===== config.mk =====
export PLATFORM = sky130hd
export DESIGN_NAME = rs_stream_decoder
export DESIGN_NICKNAME = d
export VERILOG_FILES = /design/src/rtl/rs_pkg.sv /design/src/rtl/rs_syndrome_acc.sv /design/src/rtl/rs_stream_decoder.sv
export SDC_FILE = /design/constraint.sdc
export NUM_CORES = 1
export LEC_CHECK = 0
export BUFFER_PORTS_ARGS = -buffer_cell sky130_fd_sc_hd__buf_2
export CORE_ASPECT_RATIO = 0.8
export CORE_UTILIZATION = 40
export CTS_BUF_LIST = sky130_fd_sc_hd__clkbuf_8 sky130_fd_sc_hd__clkbuf_16
export DETAILED_ROUTE_END_ITERATION = 16
export GPL_TIMING_DRIVEN = 0
export HOLD_SLACK_MARGIN = 0.15
export PLACE_DENSITY = 0.6
export SYNTH_ARGS = -nofsm -noshare
export SYNTH_HDL_FRONTEND = slang
export SYNTH_SLANG_ARGS = --single-unit

===== constraint.sdc =====
create_clock -name clk -period 4.8 [get_ports clk]
set_input_delay 0.24 -clock clk [delete_from_list [all_inputs] [get_ports clk]]
set_output_delay 0.24 -clock clk [all_outputs]
set_load 0.05 [all_outputs]

===== src/rtl/rs_pkg.sv =====
// ============================================================================
// Module   : rs_pkg
// Purpose  : Shared GF(2^m) helpers, FSM state type and parameter checks for
//            the streaming Reed-Solomon decoder.
// Revision : 1.0 - initial release
// ============================================================================
`default_nettype none

package rs_pkg;

    localparam int GF_MAX_W = 8;

    typedef enum logic [1:0] {
        COLLECT = 2'd0,
        SOLVE   = 2'd1,
        EMIT    = 2'd2
    } rs_state_t;

    // Shift-and-add multiply, reducing by the primitive polynomial as we go.
    function automatic logic [GF_MAX_W-1:0] gf_mul(
        input logic [GF_MAX_W-1:0] a,
        input logic [GF_MAX_W-1:0] b,
        input int                  w,
        input logic [GF_MAX_W:0]   poly
    );
        logic [GF_MAX_W:0]   aa;
        logic [GF_MAX_W-1:0] p;
        aa = {1'b0, a};
        p  = '0;
        for (int i = 0; i < GF_MAX_W; i++) begin
            if (i < w) begin
                if (b[i]) begin
                    p = p ^ aa[GF_MAX_W-1:0];
                end
                aa = aa << 1;
                if (aa[w]) begin
                    aa = aa ^ poly;
                end
            end
        end
        return p;
    endfunction

    function automatic logic [GF_MAX_W-1:0] gf_alog(
        input int                k,
        input int                w,
        input logic [GF_MAX_W:0] poly
    );
        logic [GF_MAX_W-1:0] v;
        v = GF_MAX_W'(1);
        for (int i = 0; i < (1 << GF_MAX_W); i++) begin
            if (i < k) begin
                v = gf_mul(v, GF_MAX_W'(2), w, poly);
            end
        end
        return v;
    endfunction

    // log(0) is undefined; it maps to 0 and the solver never consumes it.
    function automatic logic [GF_MAX_W-1:0] gf_log(
        input logic [GF_MAX_W-1:0] val,
        input int                  w,
        input logic [GF_MAX_W:0]   poly
    );
        logic [GF_MAX_W-1:0] v;
        logic [GF_MAX_W-1:0] res;
        v   = GF_MAX_W'(1);
        res = '0;
        for (int k = (1 << GF_MAX_W) - 2; k >= 0; k--) begin
            if (k < (1 << w) - 1) begin
                if (gf_alog(k, w, poly) == val) begin
                    res = GF_MAX_W'(k);
                end
            end
        end
        if (v == '0) begin
            res = '0;
        end
        return res;
    endfunction

    function automatic bit rs_params_ok(input int w, input int n, input int cnt_w);
        return (w >= 2) && (w <= GF_MAX_W) && (n == (1 << w) - 1) && (cnt_w >= 1);
    endfunction

endpackage

`default_nettype wire


===== src/rtl/rs_syndrome_acc.sv =====
// ============================================================================
// Module   : rs_syndrome_acc
// Purpose  : Horner accumulator for S1 = r(alpha) and S2 = r(alpha^2).
// Revision : 1.0 - initial release
// ============================================================================
`default_nettype none

module rs_syndrome_acc
    import rs_pkg::*;
#(
    parameter int                    SYMBOL_WIDTH = 3,
    parameter logic [SYMBOL_WIDTH:0] PRIM_POLY    = 4'b1011
) (
    input  logic                    clk,
    input  logic                    reset_n,
    input  logic                    en_i,
    input  logic                    load_i,
    input  logic [SYMBOL_WIDTH-1:0] data_i,
    output logic [SYMBOL_WIDTH-1:0] s1_o,
    output logic [SYMBOL_WIDTH-1:0] s2_o
);

    localparam logic [GF_MAX_W:0]   c_poly     = (GF_MAX_W + 1)'(PRIM_POLY);
    localparam logic [GF_MAX_W-1:0] c_alpha1   = gf_alog(1, SYMBOL_WIDTH, c_poly);
    localparam logic [GF_MAX_W-1:0] c_alpha2   = gf_alog(2, SYMBOL_WIDTH, c_poly);

    logic [SYMBOL_WIDTH-1:0] s1_q, s1_d;
    logic [SYMBOL_WIDTH-1:0] s2_q, s2_d;
    logic [GF_MAX_W-1:0]     w_s1_mul, w_s2_mul;

    always_comb begin
        w_s1_mul = gf_mul(GF_MAX_W'(s1_q), c_alpha1, SYMBOL_WIDTH, c_poly);
        w_s2_mul = gf_mul(GF_MAX_W'(s2_q), c_alpha2, SYMBOL_WIDTH, c_poly);
        s1_d     = load_i ? data_i : (w_s1_mul[SYMBOL_WIDTH-1:0] ^ data_i);
        s2_d     = load_i ? data_i : (w_s2_mul[SYMBOL_WIDTH-1:0] ^ data_i);
    end

    always_ff @(posedge clk or negedge reset_n) begin
        if (!reset_n) begin
            s1_q <= '0;
            s2_q <= '0;
        end else if (en_i) begin
            s1_q <= s1_d;
            s2_q <= s2_d;
        end
    end

    assign s1_o = s1_q;
    assign s2_o = s2_q;

endmodule

`default_nettype wire


===== src/rtl/rs_stream_decoder.sv =====
// ============================================================================
// Module   : rs_stream_decoder
// Purpose  : Symbol-serial t=1 Reed-Solomon decoder with valid/ready streams.
//            Optional error counter enabled by defining RS_ERR_COUNT_EN.
// Revision : 1.0 - initial release
// ============================================================================
`default_nettype none

module rs_stream_decoder
    import rs_pkg::*;
#(
    parameter int                    SYMBOL_WIDTH = 3,
    parameter int                    N            = 7,
    parameter logic [SYMBOL_WIDTH:0] PRIM_POLY    = 4'b1011,
    parameter int                    CNT_WIDTH    = 16
) (
    input  logic                    clk,
    input  logic                    reset_n,
    input  logic [SYMBOL_WIDTH-1:0] in_data,
    input  logic                    in_valid,
    output logic                    in_ready,
    output logic [SYMBOL_WIDTH-1:0] out_data,
    output logic                    out_valid,
    input  logic                    out_ready,
    output logic                    out_last,
    output logic                    out_corrected,
    output logic                    out_uncorrectable
`ifdef RS_ERR_COUNT_EN
    ,
    output logic [CNT_WIDTH-1:0]    err_count
`endif
);

    localparam logic [GF_MAX_W:0]       c_poly  = (GF_MAX_W + 1)'(PRIM_POLY);
    localparam logic [SYMBOL_WIDTH-1:0] c_last  = SYMBOL_WIDTH'(N - 1);
    localparam logic [SYMBOL_WIDTH+1:0] c_n_ext = (SYMBOL_WIDTH + 2)'(N);

    if (!rs_params_ok(SYMBOL_WIDTH, N, CNT_WIDTH)) begin : g_param_err
        $error("rs_stream_decoder: N must equal 2**SYMBOL_WIDTH-1");
    end

    logic [SYMBOL_WIDTH-1:0] w_log_tab  [0:(1 << SYMBOL_WIDTH)-1];
    logic [SYMBOL_WIDTH-1:0] w_alog_tab [0:N-1];

    for (genvar g = 0; g < (1 << SYMBOL_WIDTH); g++) begin : g_log_tab
        localparam logic [GF_MAX_W-1:0] c_entry = gf_log(GF_MAX_W'(g), SYMBOL_WIDTH, c_poly);
        assign w_log_tab[g] = c_entry[SYMBOL_WIDTH-1:0];
    end

    for (genvar g = 0; g < N; g++) begin : g_alog_tab
        localparam logic [GF_MAX_W-1:0] c_entry = gf_alog(g, SYMBOL_WIDTH, c_poly);
        assign w_alog_tab[g] = c_entry[SYMBOL_WIDTH-1:0];
    end

    rs_state_t               state_q, state_d;
    logic [SYMBOL_WIDTH-1:0] cnt_q, cnt_d;
    logic [SYMBOL_WIDTH-1:0] buf_q [0:N-1];
    logic [SYMBOL_WIDTH-1:0] fix_idx_q, err_q;
    logic                    corr_q, uncorr_q;

    logic                    w_acc_en, w_acc_load, w_buf_we, w_solve, w_emit;
    logic [SYMBOL_WIDTH-1:0] w_s1, w_s2;

    rs_syndrome_acc #(
        .SYMBOL_WIDTH (SYMBOL_WIDTH),
        .PRIM_POLY    (PRIM_POLY)
    ) u_acc (
        .clk     (clk),
        .reset_n (reset_n),
        .en_i    (w_acc_en),
        .load_i  (w_acc_load),
        .data_i  (in_data),
        .s1_o    (w_s1),
        .s2_o    (w_s2)
    );

    always_comb begin
        state_d    = state_q;
        cnt_d      = cnt_q;
        w_acc_en   = 1'b0;
        w_acc_load = 1'b0;
        w_buf_we   = 1'b0;
        w_solve    = 1'b0;
        case (state_q)
            COLLECT: begin
                if (in_valid) begin
                    w_acc_en   = 1'b1;
                    w_acc_load = (cnt_q == '0);
                    w_buf_we   = 1'b1;
                    if (cnt_q == c_last) begin
                        cnt_d   = '0;
                        state_d = SOLVE;
                    end else begin
                        cnt_d = cnt_q + 1'b1;
                    end
                end
            end
            SOLVE: begin
                w_solve = 1'b1;
                state_d = EMIT;
            end
            EMIT: begin
                if (out_ready) begin
                    if (cnt_q == c_last) begin
                        cnt_d   = '0;
                        state_d = COLLECT;
                    end else begin
                        cnt_d = cnt_q + 1'b1;
                    end
                end
            end
            default: begin
                cnt_d   = '0;
                state_d = COLLECT;
            end
        endcase
    end

    // Solver in the log domain: pos = log S2 - log S1, err = S1^2 / S2 (mod N).
    logic [SYMBOL_WIDTH-1:0] w_log_s1, w_log_s2, w_pos, w_err, w_fix_idx;
    logic [SYMBOL_WIDTH+1:0] w_pos_sum, w_err_sum;
    logic                    w_s1_nz, w_s2_nz;

    always_comb begin
        w_log_s1  = w_log_tab[w_s1];
        w_log_s2  = w_log_tab[w_s2];
        w_pos_sum = c_n_ext + {2'b00, w_log_s2} - {2'b00, w_log_s1};
        if (w_pos_sum >= c_n_ext) begin
            w_pos_sum = w_pos_sum - c_n_ext;
        end
        w_err_sum = c_n_ext + {1'b0, w_log_s1, 1'b0} - {2'b00, w_log_s2};
        if (w_err_sum >= c_n_ext) begin
            w_err_sum = w_err_sum - c_n_ext;
        end
        if (w_err_sum >= c_n_ext) begin
            w_err_sum = w_err_sum - c_n_ext;
        end
        w_pos     = w_pos_sum[SYMBOL_WIDTH-1:0];
        w_err     = w_alog_tab[w_err_sum[SYMBOL_WIDTH-1:0]];
        w_fix_idx = c_last - w_pos;
        w_s1_nz   = |w_s1;
        w_s2_nz   = |w_s2;
    end

    always_ff @(posedge clk or negedge reset_n) begin
        if (!reset_n) begin
            state_q   <= COLLECT;
            cnt_q     <= '0;
            corr_q    <= 1'b0;
            uncorr_q  <= 1'b0;
            fix_idx_q <= '0;
            err_q     <= '0;
        end else begin
            state_q <= state_d;
            cnt_q   <= cnt_d;
            if (w_solve) begin
                corr_q    <= w_s1_nz & w_s2_nz;
                uncorr_q  <= w_s1_nz ^ w_s2_nz;
                fix_idx_q <= w_fix_idx;
                err_q     <= w_err;
            end
        end
    end

    always_ff @(posedge clk) begin
        if (w_buf_we) begin
            buf_q[cnt_q] <= in_data;
        end
    end

`ifdef RS_ERR_COUNT_EN
    logic [CNT_WIDTH-1:0] err_count_q;

    always_ff @(posedge clk or negedge reset_n) begin
        if (!reset_n) begin
            err_count_q <= '0;
        end else if (w_solve && w_s1_nz && w_s2_nz && !(&err_count_q)) begin
            err_count_q <= err_count_q + 1'b1;
        end
    end

    assign err_count = err_count_q;
`endif

    assign w_emit            = (state_q == EMIT);
    assign in_ready          = (state_q == COLLECT) && reset_n;
    assign out_valid         = w_emit;
    assign out_last          = w_emit && (cnt_q == c_last);
    assign out_corrected     = w_emit && corr_q;
    assign out_uncorrectable = w_emit && uncorr_q;
    assign out_data          = w_emit ? (buf_q[cnt_q] ^ ((corr_q && (cnt_q == fix_idx_q)) ? err_q : '0))
                                      : '0;

endmodule

`default_nettype wire


Word-level counts from Yosys, hierarchy flattened
Memory sizes are Yosys's and may differ from the RTL's. A register that Yosys moved wholly into a read port is not among the register bits. Index checks and enable logic that the tools add are counted.

Bits in registers: 16. Memory bits (writable): 21. Memory bits (read-only): 72. Input bits: 7. Logic and storage cells: 87. Memories kept: 4.

Add/subtract/negate cells: 9. Order comparisons: 5. Eq/ne operators: 8. Muxes and demuxes: 30. Bitwise operators: 12. Reductions and logical operators: 12.

Memory list: (name not given) (words 8, width 3, read ports 1, clocked after Yosys merged registers in 1, wr ports 0, line rs_stream_decoder.sv:139) `w_err = w_alog_tab[w_err_sum[SYMBOL_WIDTH-1:0]];`; (name not given) (words 8, width 3, read ports 1, clocked after Yosys merged registers in 0, wr ports 0, line rs_stream_decoder.sv:126) `w_log_s2 = w_log_tab[w_s2];`; (name not given) (words 8, width 3, read ports 1, clocked after Yosys merged registers in 0, wr ports 0, line rs_stream_decoder.sv:125) `w_log_s1 = w_log_tab[w_s1];`; buf_q (words 7, width 3, read ports 1, clocked after Yosys merged registers in 0, wr ports 1, line rs_stream_decoder.sv:57) `logic [SYMBOL_WIDTH-1:0] buf_q [0:N-1];`.

Operators by type and width (count): 3-bit two-way mux (13); 5-bit by 3-bit greater-or-equal comparator with 1-bit output (second input constant) (3); 2-bit two-way mux (7); 3-bit inverter with 4-bit output (3); 3-bit case mux with 3 select lines (1); 3-bit bitwise XOR (3); 4-bit greater-or-equal comparator (second input constant) (2); 1-bit two-way mux (7); 2-bit inequality test (second input constant) (3); 2-bit inverter (3); 2-bit case mux with 3 select lines (1); 3-bit OR reduction (2); 3-bit subtractor (second input constant) (2); 3-bit by 4-bit adder with 5-bit output (first input constant) (1); 1-bit logical AND (5); 5-bit two-way mux (1); 4-bit by 3-bit subtractor with 5-bit output (1); 5-bit by 3-bit subtractor with 5-bit output (1); 5-bit by 3-bit subtractor with 5-bit output (second input constant) (1); 3-bit by 3-bit adder with 4-bit output (first input constant) (1); 4-bit AND reduction (1); 3-bit by 1-bit adder with 3-bit output (second input constant) (1); 3-bit equality test (1); 3-bit equality test (second input constant) (1); 11 further kinds (11).

Depth between registers and ports, before layout
Gate-level depths: netlist (run 1).

Depth after elaboration: 11. Mapped depth: 22.

Cells and area by module
From an unflattened synthesis (run 1), not the netlist that was laid out.

Cells, all modules: 249. Area, all modules: 2533.7 µm².

Modules (own cells, without submodules): rs_stream_decoder (times used 1, cells an instance 210, area each 2172.1 µm²); rs_syndrome_acc (times used 1, cells an instance 39, area each 361.6 µm²).

Worst setup path after synthesis (run 1)
OpenSTA, ideal clock, no wires.

Path kind: flip-flop to flip-flop. From: reg u_acc.s1_q[0], in the netlist u_acc.s1_o[0]. To: reg err_q[0]. Setup time: 0.135 ns. Data arrival time: 3.930 ns. Setup slack: 0.735 ns. Cell stages (with the launch flop): 20. Clock period less this slack: 4.065 ns. Cells stage by stage: dfrtp_1 -> nor2b_1 -> mux2i_1 -> inv_1 -> ha_1 -> ha_1 -> inv_1 -> fa_1 -> nand2_1 -> a21oi_1 -> and3_1 -> a21o_1 -> ha_1 -> nor2_1 -> o22ai_1 -> a2111oi_1 -> nor2_1 -> ha_1 -> mux2i_1 -> o21ai_0.

Cells in the longest elaborated chain, start to end: 11.

RTL lines: from (decl) (line rs_syndrome_acc.sv:27) `logic [SYMBOL_WIDTH-1:0] s1_q, s1_d;`; from (signal assigned) (line rs_syndrome_acc.sv:40) `s1_q <= '0;`; from (signal assigned) (line rs_syndrome_acc.sv:43) `s1_q <= s1_d;`; 3-bit inverter with 4-bit output (not written as such) * (line rs_stream_decoder.sv:125); memory 8 x 3 bit *; 3-bit two-way mux (not written as such) * (2 in series) (line rs_stream_decoder.sv:125); 3-bit by 4-bit adder with 5-bit output * (line rs_stream_decoder.sv:131) `w_err_sum = c_n_ext + {1'b0, w_log_s1, 1'b0} - {2'b00, w_log_s2};`; 5-bit by 3-bit subtractor with 5-bit output * (line rs_stream_decoder.sv:131); 5-bit by 3-bit subtractor with 5-bit output or 5-bit by 3-bit greater-or-equal comparator with 1-bit output (tied branches) (line rs_stream_decoder.sv:133, rs_stream_decoder.sv:132); 5-bit two-way mux * (line rs_stream_decoder.sv:132) `if (w_err_sum >= c_n_ext) begin`; 5-bit by 3-bit greater-or-equal comparator with 1-bit output or 3-bit subtractor (tied branches) (line rs_stream_decoder.sv:135, rs_stream_decoder.sv:136); 3-bit two-way mux * (line rs_stream_decoder.sv:135) `if (w_err_sum >= c_n_ext) begin`; 3-bit inverter with 4-bit output (not written as such) * (line rs_stream_decoder.sv:139); to (decl) (line rs_stream_decoder.sv:58) `logic [SYMBOL_WIDTH-1:0] fix_idx_q, err_q;`.

Every way passes the cells marked *; elsewhere a longest branch is shown, timed or not. The select of a mux whose other input is x is not followed. A chain may end at the register's enable or synchronous reset.

Worst setup path in the final report (run 1)
Same ends and word-level chain as after synthesis.

==> results.cfg, run 1 <==
[layout]
fin_cells = 371
layout_common_cells = 28 x nand2_1, 24 x o21ai_0, 21 x edfxtp_1
multi_input_area_um2 = 1384
fin_util = 0.4726
regArea_um2 = 1106
nets = 311
antennaDiodeCount = 0
syn2layout_area_growth_pct = 10.24
final_common_cell = nand2_1
fill_cells = 595
final_layout_size_suffix_gt1_frac = 0.1448

[setup_path]
worst-path-buf-inv = 2
worstPathCellList = nor2b_1 > mux2i_2 > inv_1 > ha_1 > ha_1 > inv_1 > fa_1 > nand2_1 > a21oi_1 > and3_1 > a21o_1 > ha_1 > nor2_1 > o22a_1 > nand2_1 > a222oi_1 > nor2_1 > ha_1 > mux2i_1 > o21ai_0
critPathCaptureType = flop
critPathSlowestCell = fa_1
cp_max_fo = 6
crit_top_cell = ha_1
cpPeakStageDelay_ps = 470
worst_ep_arrival_time_ps = 4600
cp.required_ps = 4970
startpoint_type = flop
critPathKind = flop to flop
crit_family = adder cells

[run_status]
status = finished clean

[hold_path]
min-delay-path-class = input pin to flop

[detailed_routing]
dr.first_iter.drc_count = 196
first_pass_iters = 5
avgRoutedWirePerCell_um = 14.56
ant_nets = 0
routed_via_density = 5.340
wl_um = 5403
drc_errors = 0
dr_total_vias = 1981

[die]
fp.dieH_um = 74.32
boundaryPins = 15
std_cell_rows = 25
die_area_um2 = 6867
fp.coreArea_um2 = 6100
initial_core_util = 0.4287
die_w_um = 92.40

[clock_network]
cts.sinks = 40
cts_tree = built
clk_pin_slew_worst_paths_ps = 80
clockBufferDepth = 2
root_buffer = clkbuf_8
post-cts-setup-buffers = 0
insertion_delay_ps = 290
cts_buffers = 5
htreeDepth = 2

[synth]
syn_inst = 268
ys_warn_count = 0
synth_edf_count = 21
async_reset_ff_frac = 0.4750
syn-cell-area_um2 = 2615
yosysSeqAreaShare = 0.4230
syn-mean-instance-area_um2 = 9.757
synth_flop_cell = edfxtp_1
ys_ff_latch = 40
synthTopCellsByArea = edfxtp_1 24%, dfrtp_1 18%, ha_1 6.2%
netlist.area_leader.share = 0.2411
yosysUniqueCellTypes = 54
syn_nets = 290
synth_top_cell_by_area = edfxtp_1

[timing]
clock_skew_ps = 11.43
min_period_ps = 4430
fin_crit_sh = 0.9229
timing.fmax_mhz = 225.7
timing.slew.headroom = 0.3664
worst_slew_pin_slew_ps = 948.3
tns_ps = 0
rsz0062_at_grt = false
hold_viol_final = 0
setup_viol = 0
setup_slack_ps = 370.3
drv_slew = 0

[grt]
track_usage = 0.1676
overflow = 0
grt_pass1_wl_um = 8818
antenna_found_initial = 0
grt_pass1_vias = 1738
grt_max_degree = 21

[placement]
routabilityCongestion = 0.9467
portBuffers = 14
place_ws_ps = 228.2
hpwl_um = 4095
place_inst = 363

[flow_run]
cap_violations = 0
[path summary, 6_finish.rpt]
kind                                from       endpoint  slack, ps  cells after the start
max                        u_acc.s1_o[0]       err_q[0]        370                     20
max in group asynchronous        reset_n  u_acc.s2_o[1]       4050                      2
max reg2reg                u_acc.s1_o[0]       err_q[0]        370                     20
min in group asynchronous        reset_n  u_acc.s1_o[1]        430                      2
min reg2reg                     err_q[1]       err_q[1]        490                      2
min                            out_ready     state_q[1]        280                      3
[through the flow]
| step | cell area [um2] | hold WS (ps) |
|---|---|---|
| 3_3_place_gp | 2786 | 225.2 |
| 3_5_place_dp | 2786 | 221.4 |
| 4_1_cts | 2878 | 279.0 |
| 2_1_floorplan | 2615 | -55.59 |
| 5_1_grt | 2883 | 296.7 |
| 6_report | 2883 | 284.7 |
[worst min-delay path, cell delays in order]
cell and delay [ps]:
buf_2 90, and3_1 140, o21ai_0 70
[cells by family (layout without fill, tap and decap cells)]
logic type | count (synthesis) | in the layout | share of synthesized area
xor gates and xnor gates | 13 | 13 | 0.04354
and+or+nand+nor | 87 | 87 | 0.1670
buffers and inverters | 32 | 54 | 0.05120
DFF | 40 | 40 | 0.4230
AOI/OAI and AO/OA | 65 | 65 | 0.1608
muxes | 16 | 16 | 0.07703
adders and majority gates | 15 | 15 | 0.07751
[sequential cells by signal, indices dropped and copies added (netlist names)]
signal and flops:
err_q 3, buf_q 21, state_q 2, fix_idx_q 3, u_acc.s1_o 3, cnt_q 3
u_acc.s2_o 3, uncorr_q 1, corr_q 1
[metal layers]
layer,wire length [um],vias to the layer above,part of all wire,GRT usage
met5,0,-,0,0
met4,32,0,0.0059,0.03993
met3,273,4,0.051,0.03272
met2,2163,50,0.40,0.2321
met1,2933,921,0.54,0.2652
li1,-,1006,-,-
[cells in the mapped netlist (3+ instances only)]
library cell	number
o21ai_0	24
edfxtp_1	21
dfrtp_1	19
inv_1	16
ha_1	13
nand2_1	28
and2_1	3
nand3_1	4
xnor2_1	7
mux2_2	3
a21oi_1	11
a21o_1	3
nand2b_1	6
xor2_1	6
mux2i_1	10
nor3b_1	3
clkbuf_1	7
o22a_1	3
and3_1	6
mux4_2	3
buf_2	5
nor3_1	9
nor2_1	17
[cell type report]
type / count / area share
buffer: 13 / 0.02170
clock buffer: 5 / 0.02387
clock inverter: 3 / 0.004340
inverter: 18 / 0.02344
multi-input combinational: 196 / 0.4800
sequential: 40 / 0.3837
tap: 81 / 0.03516
timing repair buffer: 15 / 0.02778
[what timing repair did]
action                                 in CTS  in global routing
hold buffers                                1                  0
resized for setup                           0                  2
endpoints found under the hold margin      19                  0
setup endpoints to repair                   0                  2
Power of run 1 is not shown: default switching activity piles up to over one toggle a cycle in this logic, so the estimate is an artifact.
==> inputs of run 2 (changes only) <==
--- a/config.mk
+++ b/config.mk
@@ -13,6 +13,8 @@
 export GPL_TIMING_DRIVEN = 0
 export HOLD_SLACK_MARGIN = 0.15
 export PLACE_DENSITY = 0.6
+export REMOVE_ABC_BUFFERS = 1
+export SLEW_MARGIN = 5
 export SYNTH_ARGS = -nofsm -noshare
 export SYNTH_HDL_FRONTEND = slang
 export SYNTH_SLANG_ARGS = --single-unit
==> constraint.sdc (replaced) <==
create_clock -name clk -period 5.2 [get_ports clk]
set_input_delay 0.26 -clock clk [delete_from_list [all_inputs] [get_ports clk]]
set_output_delay 0.26 -clock clk [all_outputs]
set_load 0.05 [all_outputs]
==> run 2 against run 1 <==
Cell count decreased by 3.5%. Non-clock buffer count decreased by 13. Worst hold slack improved by 11 ps. Sequential cell count unchanged. Core utilization decreased by 1.2 points. Sequential share of layout area increased by 0.97 points. Critical path depth decreased by 1. Wire length decreased by 2.2%.
==> results.cfg, run 2 (synthesis gave the netlist of run 1 again) <==
[run_status]
status = finished clean

[setup_path]
reg2reg_from = u_acc.s1_o[0]
critPathSlowestCell = a2111oi_1
reg2regPathDepth = 19
worstPathCellList = nor2b_1 > mux2i_1 > inv_1 > ha_1 > ha_1 > inv_1 > fa_1 > nand2_1 > a21oi_1 > and3_1 > a21o_1 > ha_1 > nor2_1 > o22ai_1 > a2111oi_1 > nor2_1 > ha_1 > mux2i_1 > o21ai_0
critPathCaptureType = flop
cpPeakStageDelay_ps = 530
startpoint_type = flop
crit_family = adder cells
timing.rr.end = err_q[0]
cp_max_fo = 6
r2r_setup_slack_ps = 590
worst_ep_arrival_time_ps = 4770
critPathKind = flop to flop
cp.required_ps = 5360
crit_top_cell = ha_1
worst-path-buf-inv = 2

[layout]
final_layout_size_suffix_gt1_frac = 0.1227
final_common_cell = nand2_1
nets = 298
fill_cells = 581
syn2layout_area_growth_pct = 7.512
regMostFlops = buf_q
largest_reg_flops = 21
layout_common_cells = 28 x nand2_1, 24 x o21ai_0, 21 x edfxtp_1
antennaDiodeCount = 0

[hold_path]
min-delay-path-class = input pin to flop
holdCritStartpoint = in_data[0]
hold_path_end = buf_q[1][0]
holdPathStages = 1

[grt]
antenna_found_initial = 0
overflow = 0
grt_pass1_wl_um = 8769
met1_usage = 0.2561
use_met2 = 0.2321
use_met3 = 0.03374
track_usage = 0.1666
grt_pass1_vias = 1721
grt_max_degree = 24
grt-busiest-layer = met1

[timing]
setup_viol = 0
fin_crit_sh = 0.8870
drv_slew = 0
hold_viol_final = 0
min_period_ps = 4613
timing.fmax_mhz = 216.8
clock_skew_ps = 5.130
setup_slack_ps = 587.5
timing.slew.headroom = 0.3695
worst_slew_pin_slew_ps = 943.7
rsz0062_at_grt = false
tns_ps = 0

[detailed_routing]
avgRoutedWirePerCell_um = 14.75
routed_via_density = 5.397
first_pass_iters = 5
drc_errors = 0
dr.first_iter.drc_count = 140
wl_um = 5282
ant_nets = 0
dr_total_vias = 1932

[placement]
place_ws_ps = 612.5
hpwl_um = 3893
portBuffers = 14
routabilityCongestion = 0.8360

[die]
fp.dieH_um = 74.32
std_cell_rows = 25
initial_core_util = 0.4287
fp.coreArea_um2 = 6100
boundaryPins = 15
die_area_um2 = 6867
die_w_um = 92.40

[flow_run]
cap_violations = 0

[clock_network]
clk_pin_slew_worst_paths_ps = 80
htreeDepth = 2
clockBufferDepth = 2
insertion_delay_ps = 290
cts_buffers = 5
cts_tree = built
cts.sinks = 40
root_buffer = clkbuf_8
-- run 2: changes by cell type in the layout (fill, tap and decap cells not counted), sizes merged --
cell    previous run  this run
buf               21        14
clkbuf            11         5
-- run 2: final cells by class --
cell class | instances | area (um2) | share of cell area
Multi-Input combinational cell | 196 | 1375 | 0.4891
Sequential cell | 40 | 1106 | 0.3934
Tap cell | 81 | 101.3 | 0.03605
Timing Repair Buffer | 15 | 80.08 | 0.02848
Clock buffer | 5 | 68.82 | 0.02448
Inverter | 18 | 67.56 | 0.02403
Clock inverter | 3 | 12.51 | 0.004450
-- run 2: layer usage --
layer / share of wire / up-vias
met4: 0.0078 / 0
li1: - / 976
met3: 0.054 / 5
met2: 0.40 / 49
met1: 0.54 / 902
met5: 0 / -
-- run 2: what timing repair did --
| action | 4_1_cts | 5_1_grt |
|---|---|---|
| setup buffers | 0 | 0 |
| gates resized for setup | 0 | 0 |
| hold buffers | 1 | 0 |
| endpoints found under the hold margin | 19 | 0 |
-- run 2: how the worst max path moves through the flow --
stage	startpoint	endpoint	slack, ps	cells after the start
final	u_acc.s1_o[0]	err_q[0]	590	19
after global routing	u_acc.s1_o[0]	err_q[0]	150	19
after CTS	u_acc.s1_o[0]	err_q[0]	590	19
after detailed placement	u_acc.s1_o[0]	err_q[0]	610	19
after global placement	u_acc.s1_o[0]	err_q[0]	640	19
after floorplan	u_acc.s1_o[0]	err_q[0]	1120	19
-- run 2: metrics by stage --
step / hold slack, ps / util / std cells / cell area, um2
after floorplan: -35.59 / - / 254 / 2549
after global placement: 239.0 / 0.4459 / 349 / 2720
after detailed placement: 248.1 / 0.4459 / 349 / 2720
after CTS: 284.7 / 0.4609 / 358 / 2811
after global routing: 310.3 / 0.4609 / 358 / 2811
final: 296.2 / 0.4609 / 358 / 2811
-- run 2: worst register-to-register path: cells and delay by family (launching register included) --
family | cells | cell delay [ps]
compound gates | 5 | 1040
mux | 2 | 430
fa+ha+maj | 5 | 1540
simple gates | 5 | 900
flops | 1 | 430
buf+inv | 2 | 150
Power of run 2 is left out for the same reason.
